**src/rtl/sr_cmd_pkg.sv**
```systemverilog
// Shared constants, FSM state encoding and sizing helper for the SR command conditioner.
package sr_cmd_pkg;

    localparam int unsigned DEF_DEBOUNCE_CYCLES = 4;
    localparam int unsigned DEF_PULSE_CYCLES    = 2;

    typedef logic [1:0] sr_state_t;

    localparam sr_state_t IDLE    = 2'b00;
    localparam sr_state_t DRIVE_S = 2'b01;
    localparam sr_state_t DRIVE_R = 2'b10;
    localparam sr_state_t GAP     = 2'b11;

    // Bits needed to hold values 0..max_count.
    function automatic int unsigned cnt_width(input int unsigned max_count);
        return (max_count < 1) ? 1 : $clog2(max_count + 1);
    endfunction

endpackage

```
**src/rtl/sr_cmd_conditioner_if.sv**
```systemverilog
// Button inputs and clean latch-drive outputs of the SR command conditioner.
interface sr_cmd_conditioner_if;

    logic set_btn;
    logic reset_btn;
    logic enable_btn;
    logic s_out;
    logic r_out;
    logic e_out;
    logic q_model;
    logic conflict;
    logic dropped;
    logic busy;

    modport master (
        output set_btn,
        output reset_btn,
        output enable_btn,
        input  s_out,
        input  r_out,
        input  e_out,
        input  q_model,
        input  conflict,
        input  dropped,
        input  busy
    );

    modport slave (
        input  set_btn,
        input  reset_btn,
        input  enable_btn,
        output s_out,
        output r_out,
        output e_out,
        output q_model,
        output conflict,
        output dropped,
        output busy
    );

endinterface

```
**src/rtl/debounce_channel.sv**
```systemverilog
// One button channel: 2-flop synchronizer, stable-sample debounce and optional
// registered rising-edge pulse.
module debounce_channel
    import sr_cmd_pkg::*;
#(
    parameter int unsigned DEBOUNCE_CYCLES = DEF_DEBOUNCE_CYCLES,
    parameter bit          EDGE_EN         = 1'b1
) (
    input  logic clk,
    input  logic rst_n,
    input  logic btn_i,
    output logic level_o,
    output logic rise_o
);

    localparam int unsigned CW = cnt_width(DEBOUNCE_CYCLES);
    localparam logic [CW-1:0] CNT_LAST = CW'(DEBOUNCE_CYCLES - 1);

    logic          sync1_q;
    logic          sync2_q;
    logic          deb_q;
    logic          deb_d;
    logic          deb_prev_q;
    logic          rise_q;
    logic          rise_d;
    logic [CW-1:0] cnt_q;
    logic [CW-1:0] cnt_d;

    always_comb begin
        deb_d = deb_q;
        cnt_d = '0;
        // Any sample agreeing with the accepted level restarts the count.
        if (sync2_q != deb_q) begin
            if (cnt_q == CNT_LAST) begin
                deb_d = ~deb_q;
            end else begin
                cnt_d = cnt_q + 1'b1;
            end
        end
        rise_d = EDGE_EN ? (deb_q & ~deb_prev_q) : 1'b0;
    end

    always_ff @(posedge clk or negedge rst_n) begin
        if (!rst_n) begin
            sync1_q    <= 1'b0;
            sync2_q    <= 1'b0;
            deb_q      <= 1'b0;
            deb_prev_q <= 1'b0;
            rise_q     <= 1'b0;
            cnt_q      <= '0;
        end else begin
            sync1_q    <= btn_i;
            sync2_q    <= sync1_q;
            deb_q      <= deb_d;
            deb_prev_q <= deb_q;
            rise_q     <= rise_d;
            cnt_q      <= cnt_d;
        end
    end

    assign level_o = deb_q;
    assign rise_o  = rise_q;

endmodule

```
**src/rtl/sr_cmd_conditioner.sv**
```systemverilog
// Turns bouncy set/reset/enable buttons into mutually exclusive s/r pulses and a
// steady enable level, tracking the expected latch state.
module sr_cmd_conditioner
    import sr_cmd_pkg::*;
#(
    parameter int unsigned DEBOUNCE_CYCLES = DEF_DEBOUNCE_CYCLES,
    parameter int unsigned PULSE_CYCLES    = DEF_PULSE_CYCLES,
    parameter bit          RESET_WINS      = 1'b1
) (
    input  logic                 clk,
    input  logic                 rst_n,
    sr_cmd_conditioner_if.slave  bus
);

    localparam int unsigned PW = cnt_width(PULSE_CYCLES);
    localparam logic [PW-1:0] PCNT_LAST = PW'(PULSE_CYCLES - 1);

    logic set_lvl_unused;
    logic reset_lvl_unused;
    logic en_rise_unused;
    logic set_req;
    logic reset_req;
    logic en_lvl;

    debounce_channel #(
        .DEBOUNCE_CYCLES (DEBOUNCE_CYCLES),
        .EDGE_EN         (1'b1)
    ) u_set_ch (
        .clk     (clk),
        .rst_n   (rst_n),
        .btn_i   (bus.set_btn),
        .level_o (set_lvl_unused),
        .rise_o  (set_req)
    );

    debounce_channel #(
        .DEBOUNCE_CYCLES (DEBOUNCE_CYCLES),
        .EDGE_EN         (1'b1)
    ) u_reset_ch (
        .clk     (clk),
        .rst_n   (rst_n),
        .btn_i   (bus.reset_btn),
        .level_o (reset_lvl_unused),
        .rise_o  (reset_req)
    );

    debounce_channel #(
        .DEBOUNCE_CYCLES (DEBOUNCE_CYCLES),
        .EDGE_EN         (1'b0)
    ) u_en_ch (
        .clk     (clk),
        .rst_n   (rst_n),
        .btn_i   (bus.enable_btn),
        .level_o (en_lvl),
        .rise_o  (en_rise_unused)
    );

    sr_state_t     state_q;
    sr_state_t     state_d;
    logic [PW-1:0] pcnt_q;
    logic [PW-1:0] pcnt_d;
    logic          set_pend_q;
    logic          set_pend_d;
    logic          reset_pend_q;
    logic          reset_pend_d;
    logic          q_model_q;
    logic          q_model_d;
    logic          s_out_q;
    logic          s_out_d;
    logic          r_out_q;
    logic          r_out_d;
    logic          conflict_q;
    logic          conflict_d;
    logic          dropped_q;
    logic          dropped_d;
    logic          busy_q;
    logic          busy_d;
    logic          cand_s;
    logic          cand_r;

    always_comb begin
        state_d      = state_q;
        pcnt_d       = pcnt_q;
        set_pend_d   = set_pend_q;
        reset_pend_d = reset_pend_q;
        q_model_d    = q_model_q;
        conflict_d   = 1'b0;
        dropped_d    = 1'b0;
        cand_s       = 1'b0;
        cand_r       = 1'b0;

        unique case (state_q)
            IDLE: begin
                cand_s       = set_req | set_pend_q;
                cand_r       = reset_req | reset_pend_q;
                // Every candidate is consumed here: served, lost a conflict, or dropped.
                set_pend_d   = 1'b0;
                reset_pend_d = 1'b0;
                pcnt_d       = '0;
                if (cand_s && cand_r) begin
                    conflict_d = 1'b1;
                    if (RESET_WINS) begin
                        cand_s = 1'b0;
                    end else begin
                        cand_r = 1'b0;
                    end
                end
                if (cand_s || cand_r) begin
                    if (!en_lvl) begin
                        dropped_d = 1'b1;
                    end else begin
                        state_d = cand_s ? DRIVE_S : DRIVE_R;
                    end
                end
            end
            DRIVE_S, DRIVE_R: begin
                set_pend_d   = set_pend_q | set_req;
                reset_pend_d = reset_pend_q | reset_req;
                if (!en_lvl) begin
                    state_d   = GAP;
                    dropped_d = 1'b1;
                end else if (pcnt_q == PCNT_LAST) begin
                    state_d   = GAP;
                    q_model_d = (state_q == DRIVE_S);
                end else begin
                    pcnt_d = pcnt_q + 1'b1;
                end
            end
            GAP: begin
                set_pend_d   = set_pend_q | set_req;
                reset_pend_d = reset_pend_q | reset_req;
                state_d      = IDLE;
            end
            default: state_d = IDLE;
        endcase

        s_out_d = (state_d == DRIVE_S);
        r_out_d = (state_d == DRIVE_R);
        busy_d  = (state_d != IDLE);
    end

    always_ff @(posedge clk or negedge rst_n) begin
        if (!rst_n) begin
            state_q      <= IDLE;
            pcnt_q       <= '0;
            set_pend_q   <= 1'b0;
            reset_pend_q <= 1'b0;
            q_model_q    <= 1'b0;
            s_out_q      <= 1'b0;
            r_out_q      <= 1'b0;
            conflict_q   <= 1'b0;
            dropped_q    <= 1'b0;
            busy_q       <= 1'b0;
        end else begin
            state_q      <= state_d;
            pcnt_q       <= pcnt_d;
            set_pend_q   <= set_pend_d;
            reset_pend_q <= reset_pend_d;
            q_model_q    <= q_model_d;
            s_out_q      <= s_out_d;
            r_out_q      <= r_out_d;
            conflict_q   <= conflict_d;
            dropped_q    <= dropped_d;
            busy_q       <= busy_d;
        end
    end

    assign bus.s_out    = s_out_q;
    assign bus.r_out    = r_out_q;
    assign bus.e_out    = en_lvl;
    assign bus.q_model  = q_model_q;
    assign bus.conflict = conflict_q;
    assign bus.dropped  = dropped_q;
    assign bus.busy     = busy_q;

endmodule

```
**src/flat_wrapper.sv**
```systemverilog
// flat-port wrapper written by rule: the top's interface ports become plain ports
module sr_cmd_conditioner_flat import sr_cmd_pkg::*;
#(
    parameter int unsigned DEBOUNCE_CYCLES = DEF_DEBOUNCE_CYCLES,
    parameter int unsigned PULSE_CYCLES    = DEF_PULSE_CYCLES,
    parameter bit          RESET_WINS      = 1'b1
)
  (clk, rst_n, bus_set_btn, bus_reset_btn, bus_enable_btn, bus_s_out, bus_r_out, bus_e_out, bus_q_model, bus_conflict, bus_dropped, bus_busy);
  sr_cmd_conditioner_if bus_i ();
  input  logic clk;
  input  logic rst_n;
  input wire logic [$bits(bus_i.set_btn)-1:0] bus_set_btn;
  input wire logic [$bits(bus_i.reset_btn)-1:0] bus_reset_btn;
  input wire logic [$bits(bus_i.enable_btn)-1:0] bus_enable_btn;
  output wire logic [$bits(bus_i.s_out)-1:0] bus_s_out;
  output wire logic [$bits(bus_i.r_out)-1:0] bus_r_out;
  output wire logic [$bits(bus_i.e_out)-1:0] bus_e_out;
  output wire logic [$bits(bus_i.q_model)-1:0] bus_q_model;
  output wire logic [$bits(bus_i.conflict)-1:0] bus_conflict;
  output wire logic [$bits(bus_i.dropped)-1:0] bus_dropped;
  output wire logic [$bits(bus_i.busy)-1:0] bus_busy;
  assign bus_i.set_btn = bus_set_btn;
  assign bus_i.reset_btn = bus_reset_btn;
  assign bus_i.enable_btn = bus_enable_btn;
  assign bus_s_out = bus_i.s_out;
  assign bus_r_out = bus_i.r_out;
  assign bus_e_out = bus_i.e_out;
  assign bus_q_model = bus_i.q_model;
  assign bus_conflict = bus_i.conflict;
  assign bus_dropped = bus_i.dropped;
  assign bus_busy = bus_i.busy;
  sr_cmd_conditioner #(.DEBOUNCE_CYCLES(DEBOUNCE_CYCLES), .PULSE_CYCLES(PULSE_CYCLES), .RESET_WINS(RESET_WINS)) u_core (.clk(clk), .rst_n(rst_n), .bus(bus_i));
endmodule
```
**config.mk**
```make
export PLATFORM = sky130hd
export DESIGN_NAME = sr_cmd_conditioner_flat
export DESIGN_NICKNAME = d
export VERILOG_FILES = /design/src/rtl/sr_cmd_pkg.sv /design/src/rtl/sr_cmd_conditioner_if.sv /design/src/rtl/debounce_channel.sv /design/src/rtl/sr_cmd_conditioner.sv /design/src/flat_wrapper.sv
export SDC_FILE = /design/constraint.sdc
export NUM_CORES = 1
export LEC_CHECK = 0
export BUFFER_PORTS_ARGS = -buffer_cell sky130_fd_sc_hd__buf_2
export CAP_MARGIN = 10
export CORE_MARGIN = 10
export CORE_UTILIZATION = 41
export DETAILED_ROUTE_END_ITERATION = 8
export SYNTH_ARGS = -nofsm -noshare
export SYNTH_HDL_FRONTEND = slang
export SYNTH_SLANG_ARGS = --single-unit
```
**constraint.sdc**
```tcl
create_clock -name clk -period 1.5 [get_ports clk]
set_input_delay 0.075 -clock clk [delete_from_list [all_inputs] [get_ports clk]]
set_output_delay 0.075 -clock clk [all_outputs]
set_load 0.05 [all_outputs]
```
==> key figures <==
Outcome
  • Status: complete, no violations

Synthesis
  • Post-Syn Nets: 108
  • Leading area contributor after synthesis: dfrtp_1
  • Post-synth cell types: 24
  • Share of the synthesized area in the top cell type: 64.8%
  • Number of synthesized register bits: 34
  • Ys flop type: dfrtp_1
  • Mean post-synth cell area: 13.8 µm²
  • Synth warn: 0
  • Cell Area, Synth: 1310 µm²
  • Post-Synthesis Cells: 95
  • Synth async-reset ratio: 100%
  • Top post-synthesis cells by area: dfrtp_1 (65%), ha_1 (7.6%), nor3b_1 (4.6%), mux2_2 (3.4%), xnor2_1 (2.7%)
  • Post-synthesis sequential area ratio: 64.8%
  • EDFF count, synth: 0

Die
  • Total core area: 3050 µm²
  • IO Pins: 12
  • Die W: 76.6 µm
  • Chip height: 76.6 µm
  • Initial Util: 43.0%
  • # rows: 20
  • Die Area: 5870 µm²

Route
  • Detailed-route via count: 753
  • Per-cell routed wire length: 11.7 µm
  • Detailed Routing Iterations Pass 1: 3
  • Residual DRC count: 0
  • Routed Antenna Nets: 0
  • Final wirelength: 1.92 mm
  • Initial DRC Count: 25
  • Vias per cell: 4.59

Placed design
  • Dpl hpwl: 1.37 mm
  • Place WS: 101 ps
  • Port bufs: 11
  • Placed cell count: 151
  • Placer Congestion: 0.749

Final layout
  • # nets final: 132
  • Antenna cells: 0
  • Layout area overhead: 17.4%
  • Share of cells above drive strength 1: 22.5%
  • Final Non-Filler Cells: 164

Global routing
  • Grt total ovfl: 0
  • Global-route wire length before repair: 3.39 mm
  • Total Routing Usage GR: 7.22%
  • Largest net degree at the start of global routing: 35
  • Initial antenna violation count: 0
  • Number of global-route vias before repair: 772

STA
  • Final-report hold violation count: 0
  • Max Freq: 722 MHz
  • Final worst-path cycle share: 92.4%
  • Max-slew violations: 0
  • WHS: 320 ps
  • RSZ-0062 raised after global routing: no
  • Setup TNS: 0 ps
  • Clock skew: 3.19 ps
  • Min Tclk post-route: 1390 ps
  • Worst Tran Pin Value: 713 ps
  • # setup viols final: 0
  • Relative slew slack: 52.4%
  • Final WS setup: 115 ps

Clock tree
  • Insertion delay to the later sink of the worst-skew pair: 330 ps
  • TritonCTS Buffers: 5
  • Clk pin slew, worst setup/hold paths: 90 ps
  • Clock Sinks: 34
  • CTS tree: yes
  • Clk root buf: clkbuf_4
  • Deepest clock path buffer count: 2
  • H-tree depth: 2

Pwr
  • Sw Ratio: 38.6%
  • Seq pwr share: 42.4%
  • Power density cells: 2150 nW/µm²
  • NetSw: 1.28 mW
  • Clock network fraction of design power: 15.5%
  • Max VDD drop: 0.818 mV
  • Comb power frac: 42.1%
  • Leak pwr: 0.738 nW
  • Internal power: 2.03 mW

Critical path
  • CP arrival: 1620 ps
  • Req. time, crit path: 1730 ps
  • Setup CP Type: reg2reg
  • CP max FO: 6
  • Crit end category: register
  • Critical Path Start Type: register

Job
  • Max-Cap Viols: 0

Hold path
  • HP Class: in2async
cells in the mapped netlist, types with 3 or more instances:
cell type / number
dfrtp_1: 34
nor3b_1: 8
mux2_2: 4
ha_1: 8
nor2_1: 5
inv_1: 3
xnor2_1: 4
nor2b_1: 5
nor3_1: 4
final cells by class:
cell class / count / area, µm²
Clock buffer: 7 / 55.1
Clock inverter: 1 / 5.00
Inverter: 3 / 11.3
Multi-Input combinational cell: 57 / 448
Timing Repair Buffer: 18 / 118
Tap cell: 44 / 55.1
Fill cell: 294 / 1510
Sequential cell: 34 / 851
metal layers:
layer | up-vias | global-route usage (%) | part of all wire, %
met5 | - | 0 | 0
met4 | 0 | 3.90 | 2.2
met3 | 5 | 3.89 | 5.9
met2 | 12 | 11.3 | 48
met1 | 359 | 7.63 | 44
li1 | 377 | - | -
through the flow:
| stage | utilization (%) | area, µm² | total power [mW] |
|---|---|---|---|
| 3_3_place_gp | 46.9 | 1430 | 2.77 |
| 6_report | 50.5 | 1540 | 3.31 |
| 2_1_floorplan | - | 1310 | 2.47 |
| 3_5_place_dp | 46.9 | 1430 | 2.80 |
| 4_1_cts | 50.2 | 1530 | 3.34 |
| 5_1_grt | 50.5 | 1540 | 3.61 |
placed cells by master (no fill, tap or decap), drive strengths merged, types with 2 or more instances in the layout:
cell / count
mux2: 4
o211ai: 2
dfrtp: 34
nand2b: 2
xnor2: 4
nand2: 2
clkbuf: 7
nor2: 5
dlygate4sd3: 4
buf: 14
nor2b: 5
ha: 8
inv: 3
a21oi: 2
a22o: 2
nor3: 4
nor3b: 8
flip-flops by register name (all words and copies together) (netlist names), 2 cells and up:
signal / cells
u_core.state_q: 2
u_core.u_reset_ch.cnt_q: 3
u_core.u_en_ch.cnt_q: 3
u_core.pcnt_q: 2
u_core.u_set_ch.cnt_q: 3
cells by family after synthesis:
family	count (synthesis)	synth area share, %
AO/OA/AOI/OAI	10	5.90
XOR/XNOR	4	2.67
adder cells (fa/ha/maj)	8	7.62
buffers and inverters	4	1.43
flip-flops	34	64.8
multiplexers	5	4.19
AND/OR/NAND/NOR	30	13.4
worst paths after layout:
kind	startpoint	endpoint	slack, ps	cells past startpoint
setup / recovery	u_core.state_q[1]	u_core.bus.r_out	110	5
hold / removal	rst_n	u_core.u_en_ch.cnt_q[2]	320	2
setup reg to reg	u_core.state_q[1]	u_core.bus.r_out	110	5
hold reg to reg	u_core.u_en_ch.sync1_q	u_core.u_en_ch.sync2_q	360	0
max in group asynchronous	rst_n	u_core.state_q[0]	720	2
min in group clk	u_core.u_en_ch.sync1_q	u_core.u_en_ch.sync2_q	360	0
critical path: stages, from the launching register on:
cell	delay (ps)
dfrtp_1	390
inv_1	90
ha_1	240
nand2b_1	180
o21bai_2	220
and3_1	170
power by group through the flow:
stage / clock (mW) / sequential [mW] / combinational [mW]
after floorplan: 0 / 1.66 / 0.809
after global placement: 0 / 1.41 / 1.36
after CTS: 0.540 / 1.41 / 1.39
final: 0.513 / 1.40 / 1.39
after global routing: 0.589 / 1.44 / 1.58
after detailed placement: 0 / 1.43 / 1.38
timing repair:
action,in CTS,in global routing
hold buffers,4,0
endpoints found under the setup margin,0,3
gates resized for setup,0,1
endpoints found under the hold margin,37,0
setup buffers,0,1
No activity file was read; power rests on OpenSTA's default activity.
